$ cat config.mk
export PLATFORM = sky130hd
export DESIGN_NAME = inert_seq_flat
export DESIGN_NICKNAME = d
export VERILOG_FILES = /design/src/rtl/inert_seq_if.sv /design/src/rtl/inert_seq.sv /design/src/flat_wrapper.sv
export SDC_FILE = /design/constraint.sdc
export NUM_CORES = 1
export LEC_CHECK = 0
export ABC_AREA = 0
export BUFFER_PORTS_ARGS = -buffer_cell sky130_fd_sc_hd__clkbuf_2
export CORE_MARGIN = 2
export CORE_UTILIZATION = 61
export DETAILED_ROUTE_END_ITERATION = 7
export HOLD_SLACK_MARGIN = 0.12
export PLACE_DENSITY = 0.84
export RECOVER_POWER = 100
export SETUP_SLACK_MARGIN = 0.5
export SLEW_MARGIN = 20
export SYNTH_ARGS = -nofsm -noshare
export SYNTH_HDL_FRONTEND = slang
export SYNTH_SLANG_ARGS = --single-unit
export TNS_END_PERCENT = 5
$ cat constraint.sdc
create_clock -name clk -period 5.6 [get_ports clk]
set_clock_uncertainty 0.15 [all_clocks]
set_input_delay 0.28 -clock clk [delete_from_list [all_inputs] [get_ports clk]]
set_output_delay 0.28 -clock clk [all_outputs]
set_load 0.02 [all_outputs]
$ cat src/rtl/inert_seq_if.sv
// SPI master handshake between the inertial sequencer and the SPI master.
interface inert_seq_if;
   logic        spi_wrt;      // one-cycle transaction start
   logic [15:0] spi_cmd;      // command word, held until spi_done
   logic        spi_done;     // transaction-complete pulse
   logic [15:0] spi_rd_data;  // read data, register byte in [15:8]

   modport master (output spi_wrt, spi_cmd, input spi_done, spi_rd_data);
   modport slave  (input spi_wrt, spi_cmd, output spi_done, spi_rd_data);
endinterface

$ cat src/rtl/inert_seq.sv
// Inertial sensor SPI sequencer: power-up delay, init write table, then
// per-interrupt burst read of NUM_CH 16-bit channels published atomically.
// Adds interrupt watchdog, overrun counter and software re-init.
module inert_seq #(
   parameter int                     NUM_CH    = 5,
   parameter int                     NUM_INIT  = 4,
   parameter logic [NUM_INIT*16-1:0] INIT_CMDS = {16'h1460, 16'h1162, 16'h1062, 16'h0D02},
   parameter logic [6:0]             RD_BASE   = 7'h22,
   parameter int                     PWR_CYC   = 65535,
   parameter int                     TMO_CYC   = 1000000
) (
   input  logic                   clk,
   input  logic                   rst,
   input  logic                   INT,
   input  logic                   reinit,
   inert_seq_if.master            spi,
   output logic                   init_done,
   output logic [NUM_CH*16-1:0]   data,
   output logic                   vld,
   output logic                   tmo_err,
   output logic [7:0]             ovr_cnt
);
   localparam int NB = 2 * NUM_CH;
   localparam int JW = $clog2(NB);
   localparam int IW = (NUM_INIT > 1) ? $clog2(NUM_INIT) : 1;
   localparam int DW = $clog2(PWR_CYC + 1);
   localparam int WW = $clog2(TMO_CYC + 1);

   localparam logic [DW-1:0] DLY_LAST = DW'(PWR_CYC - 1);
   localparam logic [WW-1:0] WD_LAST  = WW'(TMO_CYC - 1);
   localparam logic [JW-1:0] J_LAST   = JW'(NB - 1);
   localparam logic [IW-1:0] I_LAST   = IW'(NUM_INIT - 1);

   typedef enum logic [2:0] {
      PWRUP, INIT_WR, INIT_WAIT, INIT_GAP, IDLE, RD_WR, RD_WAIT, PUBLISH
   } state_t;

   state_t              state, state_nxt;
   logic [DW-1:0]       dly, dly_nxt;
   logic [WW-1:0]       wd, wd_nxt;
   logic [IW-1:0]       i_idx, i_nxt;
   logic [JW-1:0]       j_idx, j_nxt;
   logic [15:0]         cmd_nxt;
   logic                done_set, done_clr, tmo_set, sh_wr, pub;
   logic                int_m, int_s, int_q;
   logic [NB-1:0][7:0]  shadow;

   // Only the register byte of the read word matters.
   logic unused_rd_lo;
   assign unused_rd_lo = ^spi.spi_rd_data[7:0];

   // INT is asynchronous: two-flop synchroniser plus a delayed copy for edge detect.
   always_ff @(posedge clk) begin
      if (rst) {int_m, int_s, int_q} <= '0;
      else     {int_m, int_s, int_q} <= {INT, int_m, int_s};
   end

   // State register.
   always_ff @(posedge clk) begin
      if (rst) state <= PWRUP;
      else     state <= state_nxt;
   end

   // Next-state, counter updates and control strobes.
   always_comb begin
      state_nxt = state;
      dly_nxt   = '0;
      wd_nxt    = '0;
      i_nxt     = i_idx;
      j_nxt     = j_idx;
      done_set  = 1'b0;
      done_clr  = 1'b0;
      tmo_set   = 1'b0;
      sh_wr     = 1'b0;
      pub       = 1'b0;
      case (state)
         PWRUP: begin
            if (dly == DLY_LAST) begin
               state_nxt = INIT_WR;
               i_nxt     = '0;
            end else dly_nxt = dly + DW'(1);
         end
         INIT_WR: state_nxt = INIT_WAIT;
         INIT_WAIT: begin
            if (spi.spi_done) begin
               if (i_idx == I_LAST) begin
                  done_set  = 1'b1;
                  state_nxt = IDLE;
               end else begin
                  i_nxt     = i_idx + IW'(1);
                  state_nxt = INIT_GAP;
               end
            end
         end
         INIT_GAP: begin
            if (dly == DLY_LAST) state_nxt = INIT_WR;
            else                 dly_nxt   = dly + DW'(1);
         end
         IDLE: begin
            if (int_s) begin
               state_nxt = RD_WR;
               j_nxt     = '0;
            end else if (wd == WD_LAST) begin
               tmo_set   = 1'b1;
               done_clr  = 1'b1;
               state_nxt = PWRUP;
            end else wd_nxt = wd + WW'(1);
         end
         RD_WR: state_nxt = RD_WAIT;
         RD_WAIT: begin
            if (spi.spi_done) begin
               sh_wr = 1'b1;
               if (j_idx == J_LAST) state_nxt = PUBLISH;
               else begin
                  j_nxt     = j_idx + JW'(1);
                  state_nxt = RD_WR;
               end
            end
         end
         PUBLISH: begin
            pub       = 1'b1;
            state_nxt = IDLE;
         end
         default: state_nxt = PWRUP;
      endcase

      // Re-init beats spi_done/int_s; a partial burst is simply abandoned.
      if (reinit && state != PWRUP) begin
         state_nxt = PWRUP;
         done_clr  = 1'b1;
         done_set  = 1'b0;
         tmo_set   = 1'b0;
         sh_wr     = 1'b0;
         pub       = 1'b0;
         dly_nxt   = '0;
         wd_nxt    = '0;
      end

      // Command is loaded on entry to a write state and held through the wait.
      cmd_nxt = spi.spi_cmd;
      if (state_nxt == INIT_WR)    cmd_nxt = INIT_CMDS[16*int'(i_nxt) +: 16];
      else if (state_nxt == RD_WR) cmd_nxt = {1'b1, RD_BASE + 7'(j_nxt), 8'h00};
   end

   // Counters, shadow capture, publish and status outputs.
   always_ff @(posedge clk) begin
      if (rst) begin
         dly         <= '0;
         wd          <= '0;
         i_idx       <= '0;
         j_idx       <= '0;
         shadow      <= '0;
         data        <= '0;
         vld         <= 1'b0;
         init_done   <= 1'b0;
         tmo_err     <= 1'b0;
         spi.spi_wrt <= 1'b0;
         spi.spi_cmd <= '0;
      end else begin
         dly         <= dly_nxt;
         wd          <= wd_nxt;
         i_idx       <= i_nxt;
         j_idx       <= j_nxt;
         vld         <= pub;
         spi.spi_wrt <= (state_nxt == INIT_WR) || (state_nxt == RD_WR);
         spi.spi_cmd <= cmd_nxt;
         if (sh_wr)    shadow[j_idx] <= spi.spi_rd_data[15:8];
         if (pub)      data <= shadow;
         if (done_set) init_done <= 1'b1;
         else if (done_clr) init_done <= 1'b0;
         if (tmo_set)  tmo_err <= 1'b1;
      end
   end

   // Missed interrupts: int_s rising while a burst is still in flight.
   always_ff @(posedge clk) begin
      if (rst) ovr_cnt <= '0;
      else if (int_s && !int_q && (state inside {RD_WR, RD_WAIT, PUBLISH}) && ovr_cnt != 8'hFF)
         ovr_cnt <= ovr_cnt + 8'd1;
   end
endmodule

$ cat src/flat_wrapper.sv
// flat-port wrapper written by rule: the top's interface ports become plain ports
module inert_seq_flat 
#(
   parameter int                     NUM_CH    = 5,
   parameter int                     NUM_INIT  = 4,
   parameter logic [NUM_INIT*16-1:0] INIT_CMDS = {16'h1460, 16'h1162, 16'h1062, 16'h0D02},
   parameter logic [6:0]             RD_BASE   = 7'h22,
   parameter int                     PWR_CYC   = 65535,
   parameter int                     TMO_CYC   = 1000000
)
  (clk, rst, INT, reinit, init_done, data, vld, tmo_err, ovr_cnt, spi_spi_wrt, spi_spi_cmd, spi_spi_done, spi_spi_rd_data);
  inert_seq_if spi_i ();
  input  logic clk;
  input  logic rst;
  input  logic INT;
  input  logic reinit;
  output logic init_done;
  output logic [NUM_CH*16-1:0] data;
  output logic vld;
  output logic tmo_err;
  output logic [7:0] ovr_cnt;
  output wire logic [$bits(spi_i.spi_wrt)-1:0] spi_spi_wrt;
  output wire logic [$bits(spi_i.spi_cmd)-1:0] spi_spi_cmd;
  input wire logic [$bits(spi_i.spi_done)-1:0] spi_spi_done;
  input wire logic [$bits(spi_i.spi_rd_data)-1:0] spi_spi_rd_data;
  assign spi_spi_wrt = spi_i.spi_wrt;
  assign spi_spi_cmd = spi_i.spi_cmd;
  assign spi_i.spi_done = spi_spi_done;
  assign spi_i.spi_rd_data = spi_spi_rd_data;
  inert_seq #(.NUM_CH(NUM_CH), .NUM_INIT(NUM_INIT), .INIT_CMDS(INIT_CMDS), .RD_BASE(RD_BASE), .PWR_CYC(PWR_CYC), .TMO_CYC(TMO_CYC)) u_core (.clk(clk), .rst(rst), .INT(INT), .reinit(reinit), .spi(spi_i), .init_done(init_done), .data(data), .vld(vld), .tmo_err(tmo_err), .ovr_cnt(ovr_cnt));
endmodule
==> flow_summary.toml, run 1 <==
[placement]
io_buffers = 114
dpl.hpwl_um = 12300
preCtsSetupSlack_ns = 2.73
place_area_sq_um = 9440
gp_congestion = 0.851

[grt]
grt_max_degree = 112
grt_pass1_wl_um = 32900
globalRouteOverflowTotal = 0
grt.total_usage = 0.248
grt_pass1_vias = 6915
antenna_found_initial = 0

[power]
swShare = 0.219
p_int_mw = 2.45
p_clk_frac = 0.463
cellLeakagePower_nw = 3.43
power_density_nw_per_um2 = 311
p_seq_frac = 0.518
power.switching_mw = 0.686
peakVddDrop_mv = 0.252
p_comb_frac = 0.019

[clock_tree]
clkSinkCount = 228
cts_tree = "built"
clk_pin_slew_ns = 0.06
cts_made_buffers = 23
postCtsSetupBuffers = 0
clockBufferDepth = 3
clock-root-buffer = "clkbuf_16"
worstSkewPairLatency_ns = 0.52
htreeDepth = 1

[hold_path]
hold_start = "spi_spi_done"
hold_path_class = "input port to register"
min_path_cells = 4
hold_end = "u_core.init_done"

[sta]
hold_violations = 0
timing.fmax_mhz = 257
hold_ws_ns = 0.225
post-route-period-util = 0.695
period_minus_slack_ns = 3.89
setup-violations-final = 0
worst-slew-pin-transition_ns = 3.11
drv_slew = 279
relSlewSlack = -1.07
setup_ws_ns = 1.71
setup_tns_ns = 0
rsz0062_at_grt = "false"

[final_layout]
n_fill_cell = 1188
syn_to_final_growth_pct = 13.3
layout-drive-gt1-share = 0.0601
multi_input_area_sq_um = 3930
design_area_sq_um = 10100
regArea_sq_um = 4560
fin_nets = 1179
antenna_cells = 0

[die]
fp.dieW_um = 125
core_sq_um = 14400
fp-row-count = 44
die_h_um = 125
start_util = 0.618
pin_count = 129
die_area_sq_um = 15600

[logic_synthesis]
ys_warn_count = 0
synth.avg_cell_area_sq_um = 8.36
ys_seq_elements = 228
synth_top_cells_by_count = "nand2_1 (257), dfxtp_1 (228), a21oi_1 (146)"
ys.flop_type = "dfxtp_1"
synth_cells = 1065
ys_seq_area_frac = 0.512
ys_types = 55
syn-cell-area_sq_um = 8910
async_flop_share = 0
synth_top_cell_area_share = 0.512
ys_top_cells_by_area = "dfxtp_1 (51%), nand2_1 (11%), a21oi_1 (8.2%)"
synth_largest_area_cell = "dfxtp_1"
synth_enable_flop_cells = 0
yosysMostFrequentCell = "nand2_1"

[setup_path]
worstPathRequired_ns = 5.87
r2r_end = "u_core.data[50]"
crit_type = "register to register"
worstSetupStartpointType = "register"
r2r_setup_slack_ns = 1.71
r2r_start = "u_core.state[2]"
path_max_fanout = 70
arrival_ns = 4.16
reg2reg_depth = 5
cp-end-kind = "register"

[detailed_routing]
drtPass1Iterations = 5
drt_iter0_drc = 757
route.detailed.drc = 0
postRouteAntennaNets = 0
via_count = 7413
routed_via_density = 5.50
wire_per_inst_um = 14.8
wl_um = 19900

[status]
violations = "capacitance limit, slew limit"
status = "complete, but fails checks"

[run]
drv_cap = 5
-- critical path, stage by stage, from the launching register on --
cell	delay, ns
dfxtp_1	0.45
nor2b_1	0.23
nand3_2	0.23
clkbuf_1	2.22
nand2_1	0.23
a21oi_1	0.23
-- cell families after synthesis --
| logic type | share of synthesized area |
|---|---|
| DFF | 0.512 |
| xor gates and xnor gates | 0.0393 |
| and+or+nand+nor | 0.254 |
| muxes | 0.0247 |
| other | 0.000421 |
| buffers and inverters | 0.0461 |
| AOI/OAI and AO/OA | 0.108 |
| adders and majority gates | 0.0155 |
-- power groups by stage --
| stage | sequential (mW) | clock [mW] | combinational (mW) |
|---|---|---|---|
| floorplan | 1.66 | 0 | 0.0404 |
| global placement | 1.66 | 0 | 0.0522 |
| detailed placement | 1.66 | 0 | 0.0520 |
| CTS | 1.63 | 1.47 | 0.0590 |
| global route | 1.63 | 1.55 | 0.0634 |
| finish | 1.63 | 1.45 | 0.0598 |
-- repair_timing --
item | 4_1_cts | 5_1_grt
hold buffers | 11 | 0
gates resized for setup | 0 | 0
endpoints found under the hold margin | 113 | 0
-- registers in the layout, summed over array words and instances (netlist names) --
signal / count
u_core.state: 3
u_core.dly: 16
u_core.spi.spi_cmd: 8
u_core.tmo_err: 1
u_core.data: 80
u_core.spi.spi_wrt: 1
u_core.int_s: 1
u_core.int_m: 1
u_core.i_idx: 2
u_core.int_q: 1
u_core.j_idx: 4
u_core.vld: 1
u_core.wd: 20
u_core.ovr_cnt: 8
u_core.shadow: 80
u_core.init_done: 1
-- through the flow --
step	power (mW)	util	cells
after floorplan	1.70	-	1070
after global placement	1.72	0.653	1294
after detailed placement	1.72	0.655	1295
after CTS	3.16	0.713	1348
after global routing	3.24	0.700	1348
final	3.14	0.700	1348
-- worst max path at each step --
stage / start / end / slack (ns) / depth (start not counted)
CTS: u_core.j_idx[1] / u_core.spi.spi_cmd[12] / 2.71 / 8
floorplan: u_core.j_idx[1] / u_core.spi.spi_cmd[11] / 3.53 / 10
finish: u_core.state[2] / u_core.data[50] / 1.71 / 5
detailed placement: u_core.j_idx[1] / u_core.spi.spi_cmd[12] / 2.73 / 8
global route: u_core.state[2] / u_core.data[31] / 1.26 / 5
global placement: u_core.j_idx[1] / u_core.spi.spi_cmd[12] / 2.75 / 8
-- layer usage --
layer / vias to the layer above / part of all wire / GRT usage / wire, um
li1: 3701 / - / - / -
met1: 3442 / 0.43 / 0.331 / 8490
met2: 219 / 0.48 / 0.412 / 9500
met3: 51 / 0.064 / 0.0391 / 1270
met4: 0 / 0.032 / 0.0882 / 643
met5: - / 0 / 0 / 0
-- placed cells by master, fill, tap and decap left out, types with 3 or more instances in the layout --
| cell | n |
|---|---|
| a21oi_1 | 146 |
| and3_1 | 13 |
| and3b_1 | 3 |
| and4_1 | 4 |
| clkbuf_1 | 108 |
| clkbuf_16 | 23 |
| clkbuf_2 | 13 |
| clkbuf_8 | 4 |
| clkinv_2 | 7 |
| clkinvlp_4 | 4 |
| conb_1 | 6 |
| dfxtp_1 | 228 |
| dlygate4sd3_1 | 11 |
| ha_1 | 11 |
| inv_1 | 11 |
| mux2i_1 | 22 |
| nand2_1 | 257 |
| nand2b_1 | 3 |
| nand3_1 | 86 |
| nand3b_1 | 7 |
| nand4_1 | 9 |
| nor2_1 | 77 |
| nor2_2 | 3 |
| nor2b_1 | 10 |
| nor3_1 | 9 |
| nor4b_1 | 3 |
| o21ai_0 | 7 |
| xnor2_1 | 13 |
| xor2_1 | 27 |
-- cell type report --
cell class | instances | share of cell area
clock buffer | 30 | 0.0636
clock inverter | 12 | 0.00843
inverter | 11 | 0.00409
multi-input combinational | 752 | 0.389
sequential | 228 | 0.452
tap | 184 | 0.0228
timing repair buffer | 131 | 0.0599
Power figures use the tool's default switching activity.
==> run 2: changes to the inputs <==
--- a/config.mk
+++ b/config.mk
@@ -8,10 +8,10 @@
 export ABC_AREA = 0
 export BUFFER_PORTS_ARGS = -buffer_cell sky130_fd_sc_hd__clkbuf_2
 export CORE_MARGIN = 2
-export CORE_UTILIZATION = 61
+export CORE_UTILIZATION = 51
 export DETAILED_ROUTE_END_ITERATION = 7
 export HOLD_SLACK_MARGIN = 0.12
-export PLACE_DENSITY = 0.84
+export PLACE_DENSITY = 0.75
 export RECOVER_POWER = 100
 export SETUP_SLACK_MARGIN = 0.5
 export SLEW_MARGIN = 20
==> constraint.sdc (replaced) <==
create_clock -name clk -period 3.3 [get_ports clk]
set_clock_uncertainty 0.15 [all_clocks]
set_input_delay 0.165 -clock clk [delete_from_list [all_inputs] [get_ports clk]]
set_output_delay 0.165 -clock clk [all_outputs]
set_load 0.02 [all_outputs]
==> run 2 against run 1 <==
Net effect:
- the flow now finishes without violations
- sequential share of layout area fell by 0.27 points
- die area is 19% higher
- combinational power is 69% higher
- first-iteration DRC count fell by 20%
- sequential cell count is the same
==> flow_summary.toml, run 2 (synthesis results as in run 1) <==
[detailed_routing]
via_count = 7312
routed_via_density = 5.27
postRouteAntennaNets = 0
drt_iter0_drc = 606
wire_per_inst_um = 14.3
wl_um = 19800
route.detailed.drc = 0
drtPass1Iterations = 6

[grt]
grt_pass1_wl_um = 32300
grt.total_usage = 0.211
globalRouteOverflowTotal = 0
antenna_found_initial = 0
grt_max_degree = 95
grt_pass1_vias = 6597

[die]
die_h_um = 136
fp-row-count = 48
start_util = 0.519
fp.dieW_um = 136
die_area_sq_um = 18500
pin_count = 129
core_sq_um = 17200

[clock_tree]
holdBufCountCts = 12
cts_made_buffers = 23
ctsResizeCount = 0
cts_tree = "built"
clock-root-buffer = "clkbuf_16"
worstSkewPairLatency_ns = 0.50
htreeDepth = 1
clk_pin_slew_ns = 0.06
postCtsSetupBuffers = 0
clkSinkCount = 228
clockBufferDepth = 3

[sta]
drv_slew = 0
period_minus_slack_ns = 2.59
post-route-period-util = 0.786
relSlewSlack = 0.217
setup_tns_ns = 0
timing.fmax_mhz = 385
hold_ws_ns = 0.260
setup-violations-final = 0
rsz0062_at_grt = "false"
hold_violations = 0
worst-slew-pin-transition_ns = 1.17

[final_layout]
antenna_cells = 0
n_fill_cell = 1632
multi_input_area_sq_um = 3930
final_common_cell = "nand2_1"
fin_nets = 1183
final_cell_mix = "nand2_1 (257), dfxtp_1 (228), a21oi_1 (146)"
top_regs = "u_core.data x80, u_core.shadow x80, u_core.wd x20"
syn_to_final_growth_pct = 14.0
regArea_sq_um = 4560
layout-drive-gt1-share = 0.0576

[hold_path]
hold_path_class = "input port to register"

[run]
drv_cap = 0

[setup_path]
worstPathRequired_ns = 3.47
crit_type = "register to register"
cp-end-kind = "register"
worstSetupStartpointType = "register"
path_max_fanout = 36
arrival_ns = 2.77

[power]
peakVddDrop_mv = 0.349
power.switching_mw = 1.06
p_comb_frac = 0.019
power_density_nw_per_um2 = 517
cellLeakagePower_nw = 3.45
swShare = 0.202
p_seq_frac = 0.526
p_clk_frac = 0.454
p_int_mw = 4.19

[placement]
gp_congestion = 0.852
dpl.hpwl_um = 12400
io_buffers = 114

[status]
status = "finished, final reports clean"
## run 2: changes by cell type in the layout (fill, tap and decap cells not counted), sizes merged
cell | previous run | this run
clkinv | 7 | 1
buf | 2 | 8
clkbuf | 148 | 151
clkinvlp | 4 | 0
dlygate4sd3 | 11 | 12
inv | 12 | 11
## run 2: worst max-delay path, cell delays in order (launching register included)
cell and delay [ns]:
dfxtp_1 0.66, nand3b_1 0.33, nor4_1 0.37, buf_4 0.40, nand2_1 0.28, nand2_1 0.14
a21oi_1 0.08
## run 2: final timing paths
path	startpoint	to	slack [ns]	depth (start not counted)
worst max-delay path	u_core.state[1]	u_core.shadow[0]	0.71	6
worst min-delay path	INT	u_core.int_m	0.26	3
worst max register to register	u_core.state[1]	u_core.shadow[0]	0.71	6
worst min register to register	u_core.int_m	u_core.int_s	0.29	1
## run 2: area by class of cell
cell class                      count  area share
Sequential cell                   228       0.450
Clock inverter                      1    0.000493
Multi-Input combinational cell    752       0.387
Timing Repair Buffer              135      0.0633
Inverter                           11     0.00407
Tap cell                          225      0.0277
Clock buffer                       36      0.0674
## run 2: layer usage
layer	wire, um	track usage	part of all wire	vias to the layer above
li1	-	-	-	3701
met1	8820	0.286	0.45	3384
met2	9310	0.344	0.47	183
met3	1050	0.0339	0.053	44
met4	629	0.0741	0.032	0
met5	0	0	0	-
## run 2: power by group through the flow
stage | registers, mW | clock network, mW | logic [mW]
6_report | 2.76 | 2.39 | 0.101
3_5_place_dp | 2.82 | 0 | 0.0910
2_1_floorplan | 2.82 | 0 | 0.0685
3_3_place_gp | 2.82 | 0 | 0.0913
4_1_cts | 2.76 | 2.43 | 0.103
5_1_grt | 2.76 | 2.54 | 0.110
## run 2: through the flow
step           total power [mW]  instance area [sq um]  setup slack, ns  std cells  utilization
3_5_place_dp               2.91                   9520            0.765       1339        0.554
2_1_floorplan              2.89                   8930             1.23       1070            -
3_3_place_gp               2.91                   9520            0.804       1339        0.554
4_1_cts                    5.30                  10300            0.756       1388        0.601
5_1_grt                    5.41                  10200            0.499       1388        0.591
6_report                   5.25                  10200            0.706       1388        0.591
==> run 3: changes to the inputs <==
--- a/config.mk
+++ b/config.mk
@@ -8,10 +8,10 @@
 export ABC_AREA = 0
 export BUFFER_PORTS_ARGS = -buffer_cell sky130_fd_sc_hd__clkbuf_2
 export CORE_MARGIN = 2
-export CORE_UTILIZATION = 51
+export CORE_UTILIZATION = 57
 export DETAILED_ROUTE_END_ITERATION = 7
 export HOLD_SLACK_MARGIN = 0.12
-export PLACE_DENSITY = 0.75
+export PLACE_DENSITY = 0.8
 export RECOVER_POWER = 100
 export SETUP_SLACK_MARGIN = 0.5
 export SLEW_MARGIN = 20
==> constraint.sdc (replaced) <==
create_clock -name clk -period 2.5 [get_ports clk]
set_clock_uncertainty 0.15 [all_clocks]
set_input_delay 0.125 -clock clk [delete_from_list [all_inputs] [get_ports clk]]
set_output_delay 0.125 -clock clk [all_outputs]
set_load 0.02 [all_outputs]
==> run 3 against run 2 <==
Net effect:
- worst hold slack better by 0.033 ns
- cell count is 0.58% higher
- clock power is 46% higher
- global-route usage is 3.6 points higher
- power is 39% higher
- largest power group unchanged
- first-iteration DRC count is 11% higher
- maximum frequency is 19% higher
- combinational power is 41% higher
- critical path type unchanged
- highest routed layer unchanged
- core utilization is 10 points higher
==> flow_summary.toml, run 3 (synthesis results as in run 1) <==
[power]
swShare = 0.205
peakVddDrop_mv = 0.469
cellLeakagePower_nw = 3.64
power.switching_mw = 1.49
p_clk_frac = 0.480
power_density_nw_per_um2 = 688
p_comb_frac = 0.020
p_int_mw = 5.78
p_seq_frac = 0.501

[setup_path]
worstSetupStartpointType = "register"
cp-end-kind = "register"
crit_type = "register to register"
arrival_ns = 2.41
worstPathRequired_ns = 2.72
path_max_fanout = 6

[grt]
grt_pass1_vias = 7029
globalRouteOverflowTotal = 0
grt.total_usage = 0.247
grt_max_degree = 120
grt_pass1_wl_um = 33900
antenna_found_initial = 0

[placement]
io_buffers = 114
gp_congestion = 0.786
dpl.hpwl_um = 12400

[final_layout]
n_fill_cell = 1256
final_common_cell = "nand2_1"
layout-drive-gt1-share = 0.0970
fin_nets = 1203
syn_to_final_growth_pct = 18.6
top_regs = "u_core.data x80, u_core.shadow x80, u_core.wd x20"
final_cell_mix = "nand2_1 (255), dfxtp_1 (219), a21oi_1 (146)"
fin_util = 0.692
antenna_cells = 0

[sta]
drv_slew = 0
setup_tns_ns = 0
relSlewSlack = 0.221
hold_violations = 0
post-route-period-util = 0.873
timing.fmax_mhz = 458
period_minus_slack_ns = 2.18
setup-violations-final = 0
hold_ws_ns = 0.293
worst-slew-pin-transition_ns = 1.17
rsz0062_at_grt = "true"

[die]
start_util = 0.584
die_h_um = 129
die_area_sq_um = 16600
pin_count = 129
core_sq_um = 15300
fp.dieW_um = 129
fp-row-count = 45

[detailed_routing]
postRouteAntennaNets = 0
drtPass1Iterations = 5
routed_via_density = 5.44
drt_iter0_drc = 673
via_count = 7599
wire_per_inst_um = 14.9
wl_um = 20800
route.detailed.drc = 0

[clock_tree]
worstSkewPairLatency_ns = 0.52
clock-root-buffer = "clkbuf_16"
clk_pin_slew_ns = 0.06
cts_made_buffers = 23
clkSinkCount = 228
clockBufferDepth = 3
htreeDepth = 1
cts_tree = "built"

[hold_path]
hold_path_class = "register to register"

[status]
status = "finished, final reports clean"

[run]
drv_cap = 0
## run 3: cell count changes in the layout (fill, tap and decap cells not counted), moves of 3 or more
cell,previous run,this run
buf_12,1,5
buf_4,7,17
buf_6,0,3
dfxtp_1,228,219
dfxtp_2,0,5
dfxtp_4,0,4
ha_1,11,8
## run 3: timing repair
| action | in CTS | in global routing |
|---|---|---|
| hold buffers | 13 | 0 |
| gates resized for setup | 33 | 9 |
| hold endpoints to repair | 130 | 0 |
| setup buffers | 8 | 1 |
| endpoints found under the setup margin | 109 | 96 |
| cloned | 1 | 0 |
| pin swaps | 8 | 2 |
## run 3: path summary, 6_finish.rpt
| check | from | endpoint | slack (ns) | cells past startpoint |
|---|---|---|---|---|
| setup / recovery | u_core.dly[8] | u_core.spi.spi_cmd[11] | 0.32 | 7 |
| setup reg to reg | u_core.dly[8] | u_core.spi.spi_cmd[11] | 0.32 | 7 |
| hold reg to reg | u_core.shadow[73] | u_core.data[73] | 0.29 | 2 |
| hold / removal | u_core.shadow[73] | u_core.data[73] | 0.29 | 2 |
## run 3: critical path, stage by stage, from the launching register on
cell	delay, ns
dfxtp_1	0.37
and4_1	0.28
and4_1	0.27
nor2_2	0.08
a311oi_4	0.34
clkbuf_1	0.29
clkbuf_4	0.20
a211oi_2	0.06
## run 3: layer usage
layer	track usage	part of all wire
met1	0.335	0.44
met2	0.402	0.47
met3	0.0499	0.074
met4	0.0716	0.019
met5	0	0
## run 3: power by group through the flow
stage                     registers, mW  logic (mW)  clock network (mW)
after floorplan                    3.72      0.0904                   0
after global placement             3.73       0.122                   0
after detailed placement           3.73       0.122                   0
after CTS                          3.64       0.142                3.53
after global routing               3.64       0.153                3.69
final                              3.64       0.142                3.49
## run 3: cell type report
cell class / count / area (sq um) / area share
clock inverters: 5 / 90.1 / 0.00853
multi-input cells: 752 / 4040 / 0.382
well taps: 211 / 264 / 0.0250
clock buffers: 34 / 687 / 0.0650
flip-flops and latches: 228 / 4590 / 0.434
repair buffers: 155 / 856 / 0.0810
inverters: 11 / 43.8 / 0.00415
## run 3: per-stage QoR
step	worst slack (ns)	instances	total power, mW	cell area (sq um)
global route	0.195	1396	7.48	10600
detailed placement	0.189	1334	3.85	9630
floorplan	0.494	1070	3.82	8930
finish	0.317	1396	7.27	10600
global placement	0.275	1334	3.85	9630
CTS	0.460	1395	7.31	10700
